$ cat src/rtl/xalu_serial.sv
// Digit-serial ALU: operands latched once, SLICE bits processed per clock LSB first, valid/ready on both sides.
// Optional accumulator operand is built only when XALU_ACC_EN is defined.
module xalu_serial #(
    parameter int WIDTH = 16,
    parameter int SLICE = 4
) (
    input  logic             clk,
    input  logic             rst_n,
    input  logic             in_valid,
    output logic             in_ready,
    input  logic [2:0]       op,
    input  logic [WIDTH-1:0] a,
    input  logic [WIDTH-1:0] b,
    input  logic             ci_right,
    input  logic             ci_left,
    input  logic             com,
    input  logic             use_acc,
    output logic             out_valid,
    input  logic             out_ready,
    output logic [WIDTH-1:0] result,
    output logic             co_left,
    output logic             co_right,
    output logic             ovf,
    output logic             equ,
    output logic             zero,
    output logic             neg_zero,
    output logic             busy
);
    localparam int N     = WIDTH / SLICE;
    localparam int CNT_W = (N > 1) ? $clog2(N) : 1;
    localparam logic [CNT_W-1:0] LAST = CNT_W'(N - 1);

    localparam logic [2:0] OP_ADD = 3'd0, OP_AND = 3'd1, OP_OR  = 3'd2, OP_XOR = 3'd3,
                           OP_PSA = 3'd4, OP_PSB = 3'd5, OP_SHR = 3'd6, OP_SHL = 3'd7;

    if (WIDTH % SLICE != 0) begin : g_bad_width
        $error("xalu_serial: WIDTH must be an integer multiple of SLICE");
    end

    typedef enum logic [1:0] {S_IDLE, S_RUN, S_DONE} state_t;

    state_t           r_state;
    logic [CNT_W-1:0] r_cnt;
    logic             r_carry;
    logic [WIDTH-1:0] r_res;
    logic [2:0]       r_op;
    logic [WIDTH-1:0] r_a, r_b;
    logic             r_cir, r_cil, r_com;
    logic             r_co_left, r_co_right, r_ovf, r_equ, r_zero, r_negz;

    logic [WIDTH-1:0] w_b_eff, w_shl, w_shr, w_res_next;
    logic [SLICE-1:0] w_raw, w_dig;
    logic [SLICE:0]   w_sum;
    logic             w_cout, w_hs;
    int               w_base;

    // One digit of the selected function; bit SLICE carries the ADD carry-out.
    function automatic logic [SLICE:0] digit_eval(input logic [2:0] f,
                                                  input logic [SLICE-1:0] ad, bd, ld, rd,
                                                  input logic cin);
        logic [SLICE:0] s;
        s = {1'b0, ad} + {1'b0, bd} + {{SLICE{1'b0}}, cin};
        case (f)
            OP_ADD:  return s;
            OP_AND:  return {1'b0, ad & bd};
            OP_OR:   return {1'b0, ad | bd};
            OP_XOR:  return {1'b0, ad ^ bd};
            OP_PSA:  return {1'b0, ad};
            OP_PSB:  return {1'b0, bd};
            OP_SHR:  return {1'b0, rd};
            default: return {1'b0, ld};
        endcase
    endfunction

    function automatic logic add_ovf(input logic signed [WIDTH-1:0] x, y, input logic sgn);
        return ((x < 0) == (y < 0)) && (sgn != (x < 0));
    endfunction

`ifdef XALU_ACC_EN
    logic [WIDTH-1:0] r_acc;
    always_ff @(posedge clk) begin
        if (!rst_n)     r_acc <= '0;
        else if (w_hs)  r_acc <= r_res;
    end
    assign w_b_eff = use_acc ? r_acc : b;
`else
    assign w_b_eff = b | {WIDTH{use_acc & 1'b0}};
`endif

    assign w_shl  = {r_a[WIDTH-2:0], r_cir};
    assign w_shr  = {r_cil, r_a[WIDTH-1:1]};
    assign w_base = int'(r_cnt) * SLICE;
    assign w_sum  = digit_eval(r_op, r_a[w_base +: SLICE], r_b[w_base +: SLICE],
                               w_shl[w_base +: SLICE], w_shr[w_base +: SLICE], r_carry);
    assign w_raw  = w_sum[SLICE-1:0];
    assign w_cout = w_sum[SLICE];
    assign w_dig  = r_com ? ~w_raw : w_raw;
    assign w_hs   = (r_state == S_DONE) && out_ready;

    always_comb begin
        w_res_next = r_res;
        w_res_next[w_base +: SLICE] = w_dig;
    end

    always_ff @(posedge clk) begin
        if (!rst_n) begin
            r_state    <= S_IDLE;
            r_cnt      <= '0;
            r_carry    <= 1'b0;
            r_res      <= '0;
            r_co_left  <= 1'b0;
            r_co_right <= 1'b0;
            r_ovf      <= 1'b0;
            r_equ      <= 1'b0;
            r_zero     <= 1'b0;
            r_negz     <= 1'b0;
        end else begin
            case (r_state)
                S_IDLE: if (in_valid) begin
                    r_op    <= op;
                    r_a     <= a;
                    r_b     <= w_b_eff;
                    r_cir   <= ci_right;
                    r_cil   <= ci_left;
                    r_com   <= com;
                    r_carry <= ci_right;
                    r_cnt   <= '0;
                    r_state <= S_RUN;
                end
                S_RUN: begin
                    r_res   <= w_res_next;
                    r_carry <= w_cout;
                    if (r_cnt == LAST) begin
                        // Final digit: capture status from the completed result.
                        r_cnt      <= '0;
                        r_co_left  <= (r_op == OP_ADD) ? w_cout :
                                      (r_op == OP_SHL) ? r_a[WIDTH-1] : 1'b0;
                        r_co_right <= (r_op == OP_SHR) && r_a[0];
                        r_ovf      <= (r_op == OP_ADD) && add_ovf($signed(r_a), $signed(r_b), w_raw[SLICE-1]);
                        r_equ      <= (r_a == r_b);
                        r_zero     <= (w_res_next == '0);
                        r_negz     <= &w_res_next;
                        r_state    <= S_DONE;
                    end else begin
                        r_cnt <= r_cnt + 1'b1;
                    end
                end
                S_DONE: if (out_ready) r_state <= S_IDLE;
                default: r_state <= S_IDLE;
            endcase
        end
    end

    assign in_ready  = (r_state == S_IDLE);
    assign busy      = (r_state == S_RUN);
    assign out_valid = (r_state == S_DONE);
    assign result    = r_res;
    assign co_left   = out_valid & r_co_left;
    assign co_right  = out_valid & r_co_right;
    assign ovf       = out_valid & r_ovf;
    assign equ       = out_valid & r_equ;
    assign zero      = out_valid & r_zero;
    assign neg_zero  = out_valid & r_negz;
endmodule

$ cat config.mk
export PLATFORM = sky130hd
export DESIGN_NAME = xalu_serial
export DESIGN_NICKNAME = d
export VERILOG_FILES = /design/src/rtl/xalu_serial.sv
export SDC_FILE = /design/constraint.sdc
export NUM_CORES = 1
export LEC_CHECK = 0
export ABC_AREA = 1
export CORE_ASPECT_RATIO = 1.25
export CORE_MARGIN = 10
export CORE_UTILIZATION = 44
export DETAILED_ROUTE_END_ITERATION = 10
export PLACE_DENSITY = 0.68
export SYNTH_ARGS = -nofsm -noshare
export SYNTH_HDL_FRONTEND = slang
export SYNTH_SLANG_ARGS = --single-unit
$ cat constraint.sdc
create_clock -name clk -period 7.7 [get_ports clk]
set_input_delay 1.54 -clock clk [delete_from_list [all_inputs] [get_ports clk]]
set_output_delay 1.54 -clock clk [all_outputs]
set_load 0.02 [all_outputs]
==> impl_metrics.xml, run 1 <==
<?xml version="1.0" encoding="UTF-8"?>
<metrics>
  <group name="min_path">
    <metric name="hold_class" unit="">register to register</metric>
    <metric name="worst_hold_startpoint" unit="">r_equ$_SDFFE_PN0P_</metric>
    <metric name="hold_depth" unit="">2</metric>
    <metric name="holdPathEnd" unit="">r_equ$_SDFFE_PN0P_</metric>
  </group>
  <group name="clock_tree">
    <metric name="clock_h_tree_levels" unit="">3</metric>
    <metric name="cts_root_buffer" unit="">clkbuf_8</metric>
    <metric name="insertion_delay" unit="ns">0.35</metric>
    <metric name="cts_repair_resize_count" unit="">0</metric>
    <metric name="clk_transition_reported_paths" unit="ns">0.07</metric>
    <metric name="post_cts_setup_buffer_count" unit="">0</metric>
    <metric name="cts_tree" unit="">yes</metric>
    <metric name="postCtsHoldBufs" unit="">0</metric>
    <metric name="tritoncts_num_sinks" unit="">65</metric>
    <metric name="cts_made_buffers" unit="">9</metric>
    <metric name="cts.path.max_buffers" unit="">2</metric>
  </group>
  <group name="placed_design">
    <metric name="dp.final_hpwl" unit="µm">7970</metric>
    <metric name="port_buffers" unit="">66</metric>
    <metric name="worst_slack_at_placement" unit="ns">3.01</metric>
    <metric name="place_congestion" unit="">0.933</metric>
  </group>
  <group name="global_route">
    <metric name="grt_antenna_before_repair" unit="">0</metric>
    <metric name="first_pass_grt_wire_length" unit="µm">17200</metric>
    <metric name="globalRouteTotalUtil" unit="%">15.8</metric>
    <metric name="largest_net_degree_at_the_start_of_global_routing" unit="">39</metric>
    <metric name="first_global_vias" unit="">3607</metric>
    <metric name="gr-total-overflow" unit="">0</metric>
  </group>
  <group name="setup_path">
    <metric name="regToRegStartpoint" unit="">r_cnt[0]$_SDFFE_PN0P_</metric>
    <metric name="ff2ff_path_depth" unit="">22</metric>
    <metric name="capturing_point_of_the_worst_reg2reg_path" unit="">r_zero$_SDFFE_PN0P_</metric>
    <metric name="critical_path_class" unit="">register to register</metric>
    <metric name="timing.critical_path.required" unit="ns">7.97</metric>
    <metric name="crit_arrival" unit="ns">5.02</metric>
    <metric name="reg2reg_slack" unit="ns">2.94</metric>
    <metric name="worstSetupEndpointType" unit="">register</metric>
    <metric name="critical_path.max_fanout" unit="">33</metric>
    <metric name="setup.worst_path.start_class" unit="">register</metric>
    <metric name="worst_setup_path_startpoint" unit="">r_cnt[0]$_SDFFE_PN0P_</metric>
  </group>
  <group name="floorplanning">
    <metric name="fp.dieH" unit="µm">127</metric>
    <metric name="die_w" unit="µm">105</metric>
    <metric name="floorplan.core_area" unit="mm²">0.00875</metric>
    <metric name="starting_density_of_the_core" unit="%">45.6</metric>
    <metric name="io_pins" unit="">68</metric>
    <metric name="fp.dieArea" unit="mm²">0.0133</metric>
    <metric name="floorplan.rows" unit="">38</metric>
  </group>
  <group name="job">
    <metric name="maxCapViolCount" unit="">0</metric>
  </group>
  <group name="timing">
    <metric name="grt_setup_unrepaired" unit="">false</metric>
    <metric name="timing_worst_slew_pin_value" unit="ns">1.09</metric>
    <metric name="postLayoutSetupSlackWorst" unit="ns">2.94</metric>
    <metric name="final.period_utilization" unit="%">61.8</metric>
    <metric name="fmaxAchievable" unit="MHz">210</metric>
    <metric name="timing.clock.skew" unit="ns">0.00933</metric>
    <metric name="final-max-slew-violation-count" unit="">0</metric>
    <metric name="final_period_minus_worst_setup_slack" unit="ns">4.76</metric>
    <metric name="slew-limit-headroom" unit="%">27.4</metric>
    <metric name="fin_setup_tns" unit="ns">0</metric>
    <metric name="finalSetupViolations" unit="">0</metric>
    <metric name="hold_viol_final" unit="">0</metric>
    <metric name="hold_slack" unit="ns">0.465</metric>
  </group>
  <group name="pwr">
    <metric name="vdd.ir_drop.worst" unit="V">0.000108</metric>
    <metric name="switching_power" unit="µW">281</metric>
    <metric name="post-layout-total-power" unit="µW">915</metric>
    <metric name="power_per_cell_area" unit="mW/mm²">185</metric>
    <metric name="cell_internal_pwr" unit="µW">635</metric>
    <metric name="static-leakage-power" unit="µW">0.00214</metric>
    <metric name="switching_share" unit="%">30.7</metric>
    <metric name="seq_power_share" unit="%">44.6</metric>
    <metric name="power.share.clock" unit="%">32.0</metric>
    <metric name="combPwrFrac" unit="%">23.4</metric>
  </group>
  <group name="finish">
    <metric name="final_util" unit="%">56.4</metric>
    <metric name="antenna_diode_instance_count" unit="">0</metric>
    <metric name="syn2layout_area_growth" unit="%">23.6</metric>
    <metric name="nFillCells" unit="">859</metric>
    <metric name="layout-drive-gt1-share" unit="%">5.10</metric>
    <metric name="seq_cell_area" unit="mm²">0.00168</metric>
    <metric name="area_of_the_multi_input_gates" unit="mm²">0.00199</metric>
    <metric name="finish.net_count" unit="">662</metric>
  </group>
  <group name="yosys">
    <metric name="post_synthesis_cell_type_count" unit="">36</metric>
    <metric name="syn_area" unit="mm²">0.00399</metric>
    <metric name="leading_cell_type_by_number_of_instances_after_synthesis" unit="">nand2_1</metric>
    <metric name="yosysSeqAreaShare" unit="%">42.1</metric>
    <metric name="cells_after_synth" unit="">541</metric>
    <metric name="synth.avg_cell_area" unit="µm²">7.38</metric>
    <metric name="ys_async_sr_fraction" unit="%">0</metric>
    <metric name="largest_cells_by_area_after_synthesis" unit="">edfxtp_1 29%, nand2_1 14%, dfxtp_1 14%</metric>
    <metric name="ys.warnings.count" unit="">0</metric>
    <metric name="synth-edff-count" unit="">38</metric>
    <metric name="synthDominantCellAreaShare" unit="%">28.6</metric>
    <metric name="synth-main-ff-cell" unit="">edfxtp_1</metric>
    <metric name="synth_top_cell_by_area" unit="">edfxtp_1</metric>
    <metric name="synth_fp_nets" unit="">600</metric>
    <metric name="synth.top_cells.by_count" unit="">154 x nand2_1, 69 x nor2_1, 62 x nand3_1</metric>
    <metric name="postSynthRegisterBits" unit="">65</metric>
  </group>
  <group name="detailed_routing">
    <metric name="route.detailed.vias_per_inst" unit="">4.96</metric>
    <metric name="route.antenna.remaining_nets" unit="">0</metric>
    <metric name="drc" unit="">0</metric>
    <metric name="vias" unit="">3614</metric>
    <metric name="postRouteWirelength" unit="µm">10100</metric>
    <metric name="drt_pass1_iterations" unit="">4</metric>
    <metric name="routedWlPerCell" unit="µm">13.9</metric>
    <metric name="initialDrtViolationCount" unit="">172</metric>
  </group>
  <group name="run_status">
    <metric name="outcome" unit="">finished, final reports clean</metric>
  </group>
</metrics>
[layer usage]
layer | up-vias | wire length, µm | track usage [%]
li1 | 1877 | - | -
met1 | 1608 | 4080 | 17.0
met2 | 104 | 5060 | 26.7
met3 | 25 | 597 | 4.15
met4 | 0 | 374 | 10.5
met5 | - | 0 | 0
[worst max-delay path by stage]
stage	to	slack, ns	depth (start not counted)
finish	r_zero$_SDFFE_PN0P_	2.94	22
CTS	r_zero$_SDFFE_PN0P_	2.98	22
global route	r_zero$_SDFFE_PN0P_	2.49	22
floorplan	r_a[0]$_DFFE_PP_	3.72	3
global placement	r_zero$_SDFFE_PN0P_	3.07	22
detailed placement	r_zero$_SDFFE_PN0P_	3.01	22
[cell usage in the layout, fill, tap and decap left out]
cell / instances
fa_1: 2
clkbuf_1: 4
xnor2_1: 15
nor2_4: 3
bufinv_16: 1
edfxtp_1: 38
a21oi_2: 1
clkdlybuf4s50_1: 66
xor2_1: 3
nand2_2: 3
nand3b_1: 1
or2_2: 2
nand3_2: 2
nand3_4: 1
nor2_2: 1
inv_2: 3
o21a_1: 1
nand4_1: 18
nor4_1: 2
nor4b_1: 1
clkbuf_8: 10
a211oi_1: 1
buf_4: 1
o21ai_1: 3
a21oi_1: 11
clkinv_4: 1
dfxtp_1: 27
nor2_1: 68
clkinv_1: 2
inv_1: 60
ha_1: 14
nor3_1: 1
a31oi_1: 2
nand2_1: 154
o21ai_0: 21
inv_4: 1
nand3_1: 62
nand2_4: 1
[worst max-delay path: stages, from the launching register on]
cell and delay, ns:
dfxtp_1 1.04, inv_1 0.67, nand2_1 0.23, nand3_1 0.14
nand2_1 0.16, inv_1 0.08, fa_1 0.45, inv_1 0.09
fa_1 0.41, nand3b_1 0.17, nand3_1 0.08, nor2_1 0.05
nand2_2 0.09, nand2_1 0.07, nand2_1 0.06, nand2_1 0.11
nand3_1 0.10, nand2_1 0.09, nor2_1 0.10, nand2_1 0.10
nor3_1 0.15, nand2_1 0.09, a21oi_2 0.11
[flip-flops by register name, indices dropped and copies added, names as in the netlist, 2 cells and up]
| register | count |
|---|---|
| r_op | 3 |
| r_state | 2 |
| r_cnt | 2 |
| result | 16 |
| r_b | 16 |
| r_a | 16 |
[logic make-up after synthesis]
kind of cell / Yosys count / synth area share [%]
AND/OR/NAND/NOR: 320 / 35.1
buffers and inverters: 82 / 8.12
flip-flops: 65 / 42.1
AO/OA/AOI/OAI: 40 / 5.30
XOR/XNOR: 18 / 3.95
adder cells (fa/ha/maj): 16 / 5.39
[area by class of cell]
class | count | area share (%)
Clock buffer | 14 | 3.09
Clock inverter | 2 | 0.786
Inverter | 66 | 5.07
Multi-Input combinational cell | 394 | 40.4
Sequential cell | 65 | 34.1
Timing Repair Buffer | 67 | 13.5
Tap cell | 120 | 3.04
[power groups by stage]
| stage | logic, µW | clock network (µW) | registers, µW |
|---|---|---|---|
| after CTS | 215 | 298 | 409 |
| after floorplan | 136 | 0 | 417 |
| after global routing | 243 | 314 | 412 |
| final | 214 | 293 | 408 |
| after detailed placement | 214 | 0 | 416 |
| after global placement | 211 | 0 | 416 |
[metrics by stage]
stage / cell area (µm²) / std cells
floorplan: 3990 / 541
CTS: 4940 / 728
global route: 4940 / 728
finish: 4940 / 728
global placement: 4740 / 712
detailed placement: 4740 / 712
(Power assumes the default switching activity.)
==> inputs of run 2 (changes only) <==
--- a/config.mk
+++ b/config.mk
@@ -10,7 +10,7 @@
 export CORE_MARGIN = 10
 export CORE_UTILIZATION = 44
 export DETAILED_ROUTE_END_ITERATION = 10
-export PLACE_DENSITY = 0.68
+export PLACE_DENSITY = 0.71
 export SYNTH_ARGS = -nofsm -noshare
 export SYNTH_HDL_FRONTEND = slang
 export SYNTH_SLANG_ARGS = --single-unit
==> constraint.sdc (replaced) <==
create_clock -name clk -period 4.2 [get_ports clk]
set_input_delay 0.84 -clock clk [delete_from_list [all_inputs] [get_ports clk]]
set_output_delay 0.84 -clock clk [all_outputs]
set_load 0.02 [all_outputs]
==> run 2 against run 1 <==
Against the previous run:
- setup slack lost 2.3 ns
- worst hold slack improved by 0.0034 ns
- non-clock buffer count is 6 higher
- combinational power rose by 91%
- global-route usage fell by 0.076 points
- clock power rose by 67%
- first-iteration DRC count up 32%
- sequential share of layout area decreased by 0.22 points
- core utilization increased by 0.37 points
- wire length increased by 2.9%
==> impl_metrics.xml, run 2 (synthesis results as in run 1) <==
<?xml version="1.0" encoding="UTF-8"?>
<metrics>
  <group name="clock_tree">
    <metric name="clk_transition_reported_paths" unit="ns">0.08</metric>
    <metric name="tritoncts_num_sinks" unit="">65</metric>
    <metric name="cts.path.max_buffers" unit="">2</metric>
    <metric name="insertion_delay" unit="ns">0.35</metric>
    <metric name="postCtsHoldBufs" unit="">0</metric>
    <metric name="cts_made_buffers" unit="">9</metric>
    <metric name="cts_tree" unit="">yes</metric>
    <metric name="clock_h_tree_levels" unit="">3</metric>
    <metric name="cts_root_buffer" unit="">clkbuf_8</metric>
    <metric name="post_cts_setup_buffer_count" unit="">0</metric>
    <metric name="cts_repair_resize_count" unit="">0</metric>
  </group>
  <group name="pwr">
    <metric name="post-layout-total-power" unit="µW">1640</metric>
    <metric name="power_per_cell_area" unit="mW/mm²">330</metric>
    <metric name="vdd.ir_drop.worst" unit="V">0.000215</metric>
    <metric name="static-leakage-power" unit="µW">0.00216</metric>
  </group>
  <group name="setup_path">
    <metric name="capturing_point_of_the_worst_reg2reg_path" unit="">r_negz$_SDFFE_PN0P_</metric>
    <metric name="crit_arrival" unit="ns">3.81</metric>
    <metric name="critical_path_class" unit="">register to register</metric>
    <metric name="timing.critical_path.required" unit="ns">4.48</metric>
    <metric name="setup.worst_path.start_class" unit="">register</metric>
    <metric name="ff2ff_path_depth" unit="">24</metric>
    <metric name="worstSetupEndpointType" unit="">register</metric>
    <metric name="regToRegStartpoint" unit="">r_cnt[0]$_SDFFE_PN0P_</metric>
    <metric name="worst_setup_path_startpoint" unit="">r_cnt[0]$_SDFFE_PN0P_</metric>
    <metric name="reg2reg_slack" unit="ns">0.67</metric>
    <metric name="critical_path.endpoint" unit="">r_negz$_SDFFE_PN0P_</metric>
    <metric name="critical_path.max_fanout" unit="">21</metric>
  </group>
  <group name="timing">
    <metric name="timing.clock.skew" unit="ns">0.0105</metric>
    <metric name="final.period_utilization" unit="%">84.0</metric>
    <metric name="hold_viol_final" unit="">0</metric>
    <metric name="fmaxAchievable" unit="MHz">284</metric>
    <metric name="timing_worst_slew_pin_value" unit="ns">0.656</metric>
    <metric name="fin_setup_tns" unit="ns">0</metric>
    <metric name="slew-limit-headroom" unit="%">55.7</metric>
    <metric name="grt_setup_unrepaired" unit="">false</metric>
    <metric name="finalSetupViolations" unit="">0</metric>
    <metric name="final-max-slew-violation-count" unit="">0</metric>
    <metric name="final_period_minus_worst_setup_slack" unit="ns">3.53</metric>
  </group>
  <group name="detailed_routing">
    <metric name="route.antenna.remaining_nets" unit="">0</metric>
    <metric name="drc" unit="">0</metric>
    <metric name="postRouteWirelength" unit="µm">10400</metric>
    <metric name="routedWlPerCell" unit="µm">14.2</metric>
    <metric name="vias" unit="">3752</metric>
    <metric name="initialDrtViolationCount" unit="">227</metric>
    <metric name="drt_pass1_iterations" unit="">7</metric>
    <metric name="route.detailed.vias_per_inst" unit="">5.11</metric>
  </group>
  <group name="floorplanning">
    <metric name="fp.dieH" unit="µm">127</metric>
    <metric name="fp.dieArea" unit="mm²">0.0133</metric>
    <metric name="die_w" unit="µm">105</metric>
    <metric name="starting_density_of_the_core" unit="%">45.6</metric>
    <metric name="io_pins" unit="">68</metric>
    <metric name="floorplan.rows" unit="">38</metric>
    <metric name="floorplan.core_area" unit="mm²">0.00875</metric>
  </group>
  <group name="finish">
    <metric name="finish.net_count" unit="">668</metric>
    <metric name="layout.cells.most_common" unit="">nand2_1</metric>
    <metric name="layout-drive-gt1-share" unit="%">6.51</metric>
    <metric name="layout.cells.most_common_list" unit="">154 x nand2_1, 68 x nor2_1, 66 x clkdlybuf4s50_1</metric>
    <metric name="nFillCells" unit="">863</metric>
    <metric name="final_util" unit="%">56.8</metric>
    <metric name="antenna_diode_instance_count" unit="">0</metric>
    <metric name="finalNonFillerCells" unit="">734</metric>
    <metric name="syn2layout_area_growth" unit="%">24.4</metric>
  </group>
  <group name="global_route">
    <metric name="grt_use_met3" unit="%">4.41</metric>
    <metric name="globalRouteTotalUtil" unit="%">15.7</metric>
    <metric name="top_usage_layer" unit="">met2</metric>
    <metric name="groute.layer.met2.usage" unit="%">27.8</metric>
    <metric name="grt.met1_usage" unit="%">17.2</metric>
    <metric name="gr-total-overflow" unit="">0</metric>
    <metric name="largest_net_degree_at_the_start_of_global_routing" unit="">39</metric>
    <metric name="first_pass_grt_wire_length" unit="µm">17300</metric>
    <metric name="first_global_vias" unit="">3664</metric>
    <metric name="grt_antenna_before_repair" unit="">0</metric>
  </group>
  <group name="placed_design">
    <metric name="port_buffers" unit="">66</metric>
    <metric name="dp.final_hpwl" unit="µm">8260</metric>
    <metric name="place_congestion" unit="">0.949</metric>
    <metric name="dp.cells" unit="">718</metric>
  </group>
  <group name="job">
    <metric name="maxCapViolCount" unit="">0</metric>
  </group>
  <group name="run_status">
    <metric name="outcome" unit="">finished, final reports clean</metric>
  </group>
  <group name="min_path">
    <metric name="hold_class" unit="">register to register</metric>
  </group>
</metrics>
-- run 2: worst min path at each step --
stage / from / to / slack (ns) / depth (start not counted)
after floorplan: r_co_right$_SDFFE_PN0P_ / r_co_right$_SDFFE_PN0P_ / 0.45 / 2
after global placement: r_co_right$_SDFFE_PN0P_ / r_co_right$_SDFFE_PN0P_ / 0.46 / 2
after detailed placement: r_co_right$_SDFFE_PN0P_ / r_co_right$_SDFFE_PN0P_ / 0.46 / 2
after CTS: r_co_right$_SDFFE_PN0P_ / r_co_right$_SDFFE_PN0P_ / 0.47 / 2
after global routing: r_co_right$_SDFFE_PN0P_ / r_co_right$_SDFFE_PN0P_ / 0.51 / 2
final: r_co_right$_SDFFE_PN0P_ / r_co_right$_SDFFE_PN0P_ / 0.47 / 2
-- run 2: layer usage --
layer,vias up,wire [µm]
met5,-,0
met4,0,303
met3,24,709
met2,130,5230
met1,1711,4160
li1,1887,-
-- run 2: area by class of cell --
type | instances | area [µm²] | area share [%]
multi-input combinational | 394 | 1990 | 40.1
sequential | 65 | 1680 | 33.8
timing repair buffer | 73 | 713 | 14.4
inverter | 66 | 250 | 5.04
tap | 120 | 150 | 3.02
clock buffer | 10 | 138 | 2.77
clock inverter | 6 | 41.3 | 0.831
-- run 2: stage by stage --
stage / area [µm²] / hold slack [ns] / worst slack, ns
3_5_place_dp: 4790 / 0.460 / 0.702
6_report: 4970 / 0.468 / 0.673
3_3_place_gp: 4790 / 0.459 / 0.741
5_1_grt: 4970 / 0.507 / 0.318
2_1_floorplan: 3990 / 0.445 / 0.916
4_1_cts: 4970 / 0.472 / 0.673
-- run 2: critical path, stage by stage (launching register included) --
cell	delay (ns)
dfxtp_1	0.31
inv_1	0.47
nand2_1	0.15
nand3_1	0.15
nand2_1	0.10
inv_1	0.11
fa_1	0.21
inv_1	0.06
fa_1	0.40
xnor2_1	0.14
nand2_1	0.06
nand3_1	0.07
nor2_1	0.12
nand2_2	0.08
nand2_1	0.08
nand2_1	0.05
nand2_1	0.13
nand3_1	0.09
nand2_1	0.11
nand2_1	0.06
inv_1	0.05
nand2_1	0.04
nor2_1	0.17
nand3_1	0.12
a21oi_1	0.14
-- run 2: report_power, final --
group	leakage [µW]	switching, µW	internal, µW
Clock	0.0000863	260	230
Combinational	0.00150	244	163
Sequential	0.000574	29.1	711
Total	0.00216	533	1100
